**config.mk**
```make
export PLATFORM = sky130hd
export DESIGN_NAME = spi_flash_reader
export DESIGN_NICKNAME = d
export VERILOG_FILES = /design/src/rtl/spi_flash_reader.sv
export SDC_FILE = /design/constraint.sdc
export NUM_CORES = 1
export LEC_CHECK = 0
export BUFFER_PORTS_ARGS = -buffer_cell sky130_fd_sc_hd__buf_2
export CAP_MARGIN = 25
export CORE_ASPECT_RATIO = 2
export CORE_MARGIN = 8
export CORE_UTILIZATION = 64
export CTS_BUF_LIST = sky130_fd_sc_hd__clkbuf_16
export CTS_CLUSTER_DIAMETER = 120
export DETAILED_ROUTE_END_ITERATION = 8
export PLACE_DENSITY = 0.91
export SLEW_MARGIN = 20
export SYNTH_ARGS = -nofsm -noshare
export SYNTH_HDL_FRONTEND = slang
export SYNTH_SLANG_ARGS = --single-unit
```
**constraint.sdc**
```tcl
create_clock -name clk -period 6 [get_ports clk]
set_input_delay 0.6 -clock clk [delete_from_list [all_inputs] [get_ports clk]]
set_output_delay 0.6 -clock clk [all_outputs]
set_load 0.05 [all_outputs]
```
**src/rtl/spi_flash_reader.sv**
```systemverilog
// -----------------------------------------------------------------------------
// spi_flash_reader
//
// Program-memory responder for the uC_8bits fetch port. Whenever the core
// presents an address whose byte is not already held, one byte is read from
// an external SPI NOR flash with a single READ transaction (SPI mode 0).
// The last fetched byte and its address are kept as a one-entry cache, so a
// stable address causes no further SPI traffic.
//
// Parameters
//   CLK_DIV   : clk cycles per SCK half-period (>= 1)
//   BASE_ADDR : flash byte offset added to the core address (sum wraps at 2^24)
//   READ_CMD  : SPI opcode sent before the 24-bit address
//
// Ports
//   clk         : system clock
//   arst_n      : asynchronous active-low reset
//   flash_addr  : byte address requested by the core
//   flash_data  : fetched byte, valid while flash_ready=1
//   flash_ready : flash_data holds the byte at the current flash_addr
//   spi_cs_n    : flash chip select, active low
//   spi_sck     : SPI clock, idles low
//   spi_mosi    : command/address serial out, MSB first
//   spi_miso    : data serial in
// -----------------------------------------------------------------------------
module spi_flash_reader #(
  parameter int unsigned CLK_DIV   = 2,
  parameter logic [23:0] BASE_ADDR = 24'h000000,
  parameter logic [7:0]  READ_CMD  = 8'h03
) (
  input  logic        clk,
  input  logic        arst_n,
  input  logic [11:0] flash_addr,
  output logic [7:0]  flash_data,
  output logic        flash_ready,
  output logic        spi_cs_n,
  output logic        spi_sck,
  output logic        spi_mosi,
  input  logic        spi_miso
);

  typedef enum logic [1:0] {
    ST_IDLE,
    ST_SHIFT,
    ST_CAPTURE,
    ST_GAP
  } state_t;

  // One counter serves both the SCK half-period and the CS-high gap.
  localparam int unsigned    CNT_W     = $clog2(2 * CLK_DIV + 1);
  localparam logic [CNT_W-1:0] HALF_LAST = CNT_W'(CLK_DIV - 1);
  localparam logic [CNT_W-1:0] GAP_LAST  = CNT_W'(2 * CLK_DIV - 1);
  // 32 command/address bits followed by 8 data bits.
  localparam logic [5:0]     LAST_BIT  = 6'd39;

  state_t           r_state;
  logic [CNT_W-1:0] r_cnt;
  logic [5:0]       r_bit_cnt;
  logic [31:0]      r_shift;
  logic [7:0]       r_rx;
  logic [11:0]      r_req_addr;
  logic [11:0]      r_lat_addr;
  logic             r_lat_valid;
  logic [7:0]       r_data;
  logic             r_cs_n;
  logic             r_sck;
  logic             r_mosi;

  logic             w_need;
  logic [23:0]      w_flash_addr;
  logic [31:0]      w_cmd_word;

  assign w_need       = !r_lat_valid || (flash_addr != r_lat_addr);
  // Flash offset wraps naturally in 24 bits.
  assign w_flash_addr = BASE_ADDR + {12'h000, flash_addr};
  assign w_cmd_word   = {READ_CMD, w_flash_addr};

  // Combinational on purpose: ready must drop in the very cycle the core
  // moves to a different address, before any clock edge.
  assign flash_ready = r_lat_valid && (flash_addr == r_lat_addr) && (r_state == ST_IDLE);
  assign flash_data  = r_data;
  assign spi_cs_n    = r_cs_n;
  assign spi_sck     = r_sck;
  assign spi_mosi    = r_mosi;

  // NOTE: all state below updates with non-blocking assignments so every
  // register samples pre-edge values; blocking here would chain updates
  // within one edge and break the SCK/MOSI/MISO phase relationship.
  always_ff @(posedge clk or negedge arst_n) begin
    if (!arst_n) begin
      r_state     <= ST_IDLE;
      r_cnt       <= '0;
      r_bit_cnt   <= '0;
      r_shift     <= '0;
      r_rx        <= '0;
      r_req_addr  <= '0;
      r_lat_addr  <= '0;
      r_lat_valid <= 1'b0;
      r_data      <= '0;
      r_cs_n      <= 1'b1;
      r_sck       <= 1'b0;
      r_mosi      <= 1'b0;
    end else begin
      case (r_state)
        ST_IDLE: begin
          if (w_need) begin
            r_shift    <= w_cmd_word;
            r_req_addr <= flash_addr;
            r_cs_n     <= 1'b0;
            r_mosi     <= w_cmd_word[31];
            r_cnt      <= '0;
            r_bit_cnt  <= '0;
            r_state    <= ST_SHIFT;
          end
        end

        ST_SHIFT: begin
          if (r_cnt == HALF_LAST) begin
            r_cnt <= '0;
            if (!r_sck) begin
              // Rising edge: sample MISO. Command-phase samples are shifted
              // out of the top and only the last 8 remain.
              r_sck <= 1'b1;
              r_rx  <= {r_rx[6:0], spi_miso};
            end else begin
              // Falling edge: advance MOSI. Zeros refill the shift register,
              // so MOSI is low through the data phase.
              r_sck <= 1'b0;
              if (r_bit_cnt == LAST_BIT) begin
                r_cs_n  <= 1'b1;
                r_mosi  <= 1'b0;
                r_state <= ST_CAPTURE;
              end else begin
                r_bit_cnt <= r_bit_cnt + 6'd1;
                r_shift   <= {r_shift[30:0], 1'b0};
                r_mosi    <= r_shift[30];
              end
            end
          end else begin
            r_cnt <= r_cnt + CNT_W'(1);
          end
        end

        ST_CAPTURE: begin
          // The byte is tagged with the address it was fetched for, which
          // may differ from flash_addr if the core moved mid-transfer.
          r_data      <= r_rx;
          r_lat_addr  <= r_req_addr;
          r_lat_valid <= 1'b1;
          r_cnt       <= '0;
          r_state     <= ST_GAP;
        end

        ST_GAP: begin
          // Minimum CS-high time before another transaction may start.
          if (r_cnt == GAP_LAST) begin
            r_state <= ST_IDLE;
          end else begin
            r_cnt <= r_cnt + CNT_W'(1);
          end
        end

        default: r_state <= ST_IDLE;
      endcase
    end
  end

endmodule
```
; After elaboration in Yosys (flattened, before gate mapping)
; Cells that the tools add are included.
[totals]
ram_bits = 0
inputBits = 15
memories = 0
reg_bits = 86
mem_bits_ro = 0
latchBits = 0
out_inout_bits = 12
elab_cells = 74
[op_classes]
shifts = 0
addsub = 2
div_mod_pow = 0
magnitude_cmp = 0
muxes = 30
n_mul = 0
eq_ne = 15
n_bitwise = 1
reduce_logical = 14
[op_table]
columns = operator, n
row1 = $mux 31, 4
row2 = $pmux 31 s2, 1
row3 = $mux 6, 4
row4 = $reduce_and 5->1, 3
row5 = $ne 2x2->1 const B, 7
row6 = $eq 12x12->1, 1
row7 = $ne 12x12->1, 1
row8 = $pmux 3 s4, 1
row9 = $pmux 6 s2, 1
row10 = $mux 2, 5
row11 = $mux 3, 3
row12 = $mux 1, 8
row13 = $pmux 2 s4, 1
row14 = $add 6x1->6 const B, 1
row15 = $eq 6x6->1 const B, 1
row16 = $reduce_and 2->1, 3
row17 = $eq 2x2->1 const B, 2
row18 = $pmux 1 s2, 2
row19 = $reduce_and 4->1, 1
row20 = $add 3x1->3 const B, 1
row21 = $eq 3x1->1 const B, 1
row22 = $eq 3x2->1 const B, 1
row23 = $reduce_and 3->1, 1
row24 = $eq 2x1->1 const B, 1
row25 = 6 further kinds, 7

; Depth between registers and ports, before layout
[depth]
depth_word = 5
ltp_mapped = 8
depth_no_buf = 7

; Worst setup path before layout
; OpenSTA, ideal clock, no wires.
[synth_timing]
path_type = input -> register
from = in flash_addr[1]
to = reg r_req_addr[10]
n_path_buf = 1
path_stages = 5
path_slack_ns = 3.608
required_ns = 5.875
setup_time_ns = 0.125
arrival_time_ns = 2.267
path_cell_list = xor2_1 > or4b_4 > o41ai_4 > buf_6 > mux2_2
[synth_via]
elab_chain_len = 3
[synth_rtl]
columns = item, line_no
row1 = start: declaration, 33  ; input logic [11:0] flash_addr,
row2 = $ne 12x12->1, 73  ; assign w_need = !r_lat_valid || (flash_addr != r_lat_addr);
row3 = $logic_or 1x1->1, 73
row4 = $reduce_and 2->1 (no line), -
row5 = end signal: assignment, 108  ; r_req_addr <= flash_addr;
row6 = end: declaration, 61  ; logic [11:0] r_req_addr;
; Every way passes these cells.
; A chain may end at the register's enable or synchronous reset.

; Final worst setup path
[layout_timing]
from = reg r_lat_addr[1]
to = reg r_shift[19]
[layout_via]
elab_chain_len = 4
[layout_rtl]
columns = item, line_no
row1 = start: declaration, 62  ; logic [11:0] r_lat_addr;
row2 = start signal: assignment, 148  ; r_lat_addr <= r_req_addr;
row3 = $ne 12x12->1, 73
row4 = $logic_or 1x1->1, 73
row5 = $ne 2x2->1 (no line), -
row6 = $reduce_and 5->1 (no line), -
row7 = end signal: assignment, 107  ; r_shift <= w_cmd_word;
row8 = end signal: assignment, 135  ; r_shift <= {r_shift[30:0], 1'b0};
row9 = end: declaration, 59  ; logic [31:0] r_shift;
; Every way passes these cells.

==> summary.txt <==
Num rows: 40
Most common flop cell mapped by yosys: dfrtp_1
Via/cell ratio: 6.284
Top cell types by occurrence after synthesis: 85 x dfrtp_1, 68 x o21ai_0, 43 x mux2_2, 25 x nand2_1
Vias in the first global route: 2769
Proportion of layout cells with a drive suffix above 1: 0.2534
FF+latch count, synth: 86
Slew Viols, Final: 0
Status: finished clean
Total GRT Usage: 0.1970
DRC viols: 0
Cells after Synth: 336
Max_cap viols: 0
GPL Wtd Cong: 0.8761
Final Skew: 6.577 ps
Post-layout min period: 3044 ps
Clk sinks: 86
Root Driver: clkbuf_16
DR pass1 iterations: 4
Cts bufs inserted: 9
Number of enable flip-flop cells after synthesis: 0
Final period util: 0.5074
First-pass GRT wire length: 13650 um
Core Area: 0.005956 mm^2
Die height: 126.7 um
Initial antenna violation count: 0
Hold Crit Class: input port to async pin
Die Width: 71.37 um
Achievable Freq: 328.5 MHz
Switching pwr: 246.9 uW
Fraction of registers with async set/reset: 1.000
Post-synth top area share: 0.5421
Power Total: 1.126 mW
Largest net degree at the start of global routing: 87
CP Launch Type: register
Cell variety after synth: 42
Leading area contributor after synthesis: dfrtp_1
Worst Path Arrival: 3210 ps
Full die area: 0.009044 mm^2
Slew margin rel.: 0.3442
Via count: 2677
Sequential share of the synthesized area: 0.5488
Crit Path Max Fanout: 42
Syn Area/Cell: 11.68 um^2
Synthesized area: 0.003924 mm^2
Logic pwr share: 0.035
M2 GR Usage: 0.3464
CTS tree: yes
Clock share of power: 0.434
Max clock buf depth: 2
Routed Wire Length: 8301 um
Top cells by area, synth: dfrtp_1 54%, mux2_2 12%, o21ai_0 8.7%
Routing usage on met1: 0.2049
FILL cells: 366
Top-count cell post-synth: dfrtp_1
Crit Path Class: register to register
Sw frac: 0.2194
Initial Utilization: 0.6588
Fin util: 0.7244
Pwr dens: 260.9 mW/mm^2
# port buffers: 26
Worst EP required: 6160 ps
Antenna cell count: 0
Final-report setup violation count: 0
H-tree levels: 3
Final setup TNS: 0 ps
Final ANT Viol Nets: 0
Yosys warns: 0
Max rail drop VDD: 0.0002421 V
Static Leak: 2.096 nW
Met3 capacity usage during global routing: 0.04262
Critical path capture point type: register
GRT busiest layer: met2
DR WL/cell: 19.49 um
Setup bufs post-CTS: 0
Post-cts resize count: 0
Overflow after GRT: 0
Clk_lat worst skew: 340 ps
Syn Nets: 359
Slew @ Worst Pin: 983.7 ps
Layout area overhead: 9.949%
Final Hold Fails: 0
Cts hold-fix bufs: 0
Ports: 27
Flop pwr share: 0.531
Net count, final: 381
Initial DRC count: 190
Smallest hold slack: 299.5 ps
Post-DP HPWL: 5378 um
Cell Int Power: 878.8 uW
CTS clock-pin slew for the worst setup and hold paths: 60 ps
Unrepaired setup endpoints after global routing: false
-- worst max-delay path, stage by stage (launching register included) --
cell and delay, ps:
dfrtp_1 410, xor2_1 180, or4b_4 590, nor4_4 260, buf_4 370, or2_1 810, o21ai_0 250
-- sequential cells by signal, indices dropped and copies added, names as in the netlist --
register / count
r_req_addr: 12
r_rx: 8
r_cnt: 3
r_state: 2
r_bit_cnt: 6
flash_data: 8
spi_cs_n: 1
spi_sck: 1
spi_mosi: 1
r_shift: 31
r_lat_valid: 1
r_lat_addr: 12
-- layout make-up --
| class | instances | area, um^2 | share of cell area |
|---|---|---|---|
| clock inverter | 7 | 33.78 | 0.007831 |
| multi-input combinational | 224 | 1634 | 0.3788 |
| inverter | 8 | 30.03 | 0.006961 |
| tap | 63 | 78.83 | 0.01827 |
| clock buffer | 9 | 225.2 | 0.05220 |
| sequential | 86 | 2153 | 0.4991 |
| timing repair buffer | 29 | 158.9 | 0.03683 |
-- cell families (layout without fill, tap and decap cells) --
kind of cell	Yosys count	count (layout)	share of synthesized area
AO/OA/AOI/OAI	84	84	0.1196
multiplexers	55	55	0.1553
AND/OR/NAND/NOR	63	63	0.08323
buffers and inverters	26	53	0.03635
adder cells (fa/ha/maj)	8	8	0.02551
XOR/XNOR	14	14	0.03125
flip-flops	86	86	0.5488
-- power groups by stage --
stage / registers, mW / logic [mW] / clock network (mW)
floorplan: 0.605 / 0.0161 / 0
global placement: 0.607 / 0.0369 / 0
global route: 0.598 / 0.0447 / 0.516
detailed placement: 0.608 / 0.0391 / 0
finish: 0.598 / 0.0398 / 0.488
CTS: 0.598 / 0.0401 / 0.493
-- worst paths after layout --
check                              startpoint     endpoint  slack (ps)  depth (start not counted)
worst min-delay path                   arst_n   r_shift[8]         300                          1
max in group asynchronous              arst_n     r_cnt[1]        5170                          1
worst max-delay path            r_lat_addr[1]  r_shift[19]        2960                          6
worst min register to register    r_lat_valid  r_lat_valid         490                          1
worst max register to register  r_lat_addr[1]  r_shift[19]        2960                          6
min in group clk                  r_lat_valid  r_lat_valid         490                          1
-- metrics by stage --
step	cells	area [um^2]	setup WS (ps)
6_report	426	4314	2956
5_1_grt	426	4314	2692
4_1_cts	426	4310	2984
3_5_place_dp	410	4051	2627
3_3_place_gp	410	4051	2685
2_1_floorplan	336	3924	3608
-- per-layer routing --
layer  share of wire  wire [um]
met1            0.38       3114
met2            0.56       4653
met3           0.028        229
met4           0.037        304
met5               0          0
-- cell usage in the layout, fill, tap and decap left out, drive strengths merged, types with 2 or more instances in the layout --
| master | count |
|---|---|
| inv | 10 |
| or3 | 2 |
| o211ai | 2 |
| mux2 | 44 |
| and4 | 2 |
| nand3 | 6 |
| clkinv | 4 |
| xnor2 | 10 |
| dfrtp | 85 |
| xor2 | 4 |
| o41ai | 2 |
| mux2i | 11 |
| a21oi | 4 |
| o21ai | 70 |
| buf | 29 |
| nor2 | 11 |
| nor4 | 2 |
| ha | 8 |
| nand2 | 25 |
| nand4 | 2 |
| and3 | 3 |
| or2 | 2 |
| nor2b | 2 |
| clkbuf | 9 |
(Power assumes the default switching activity.)
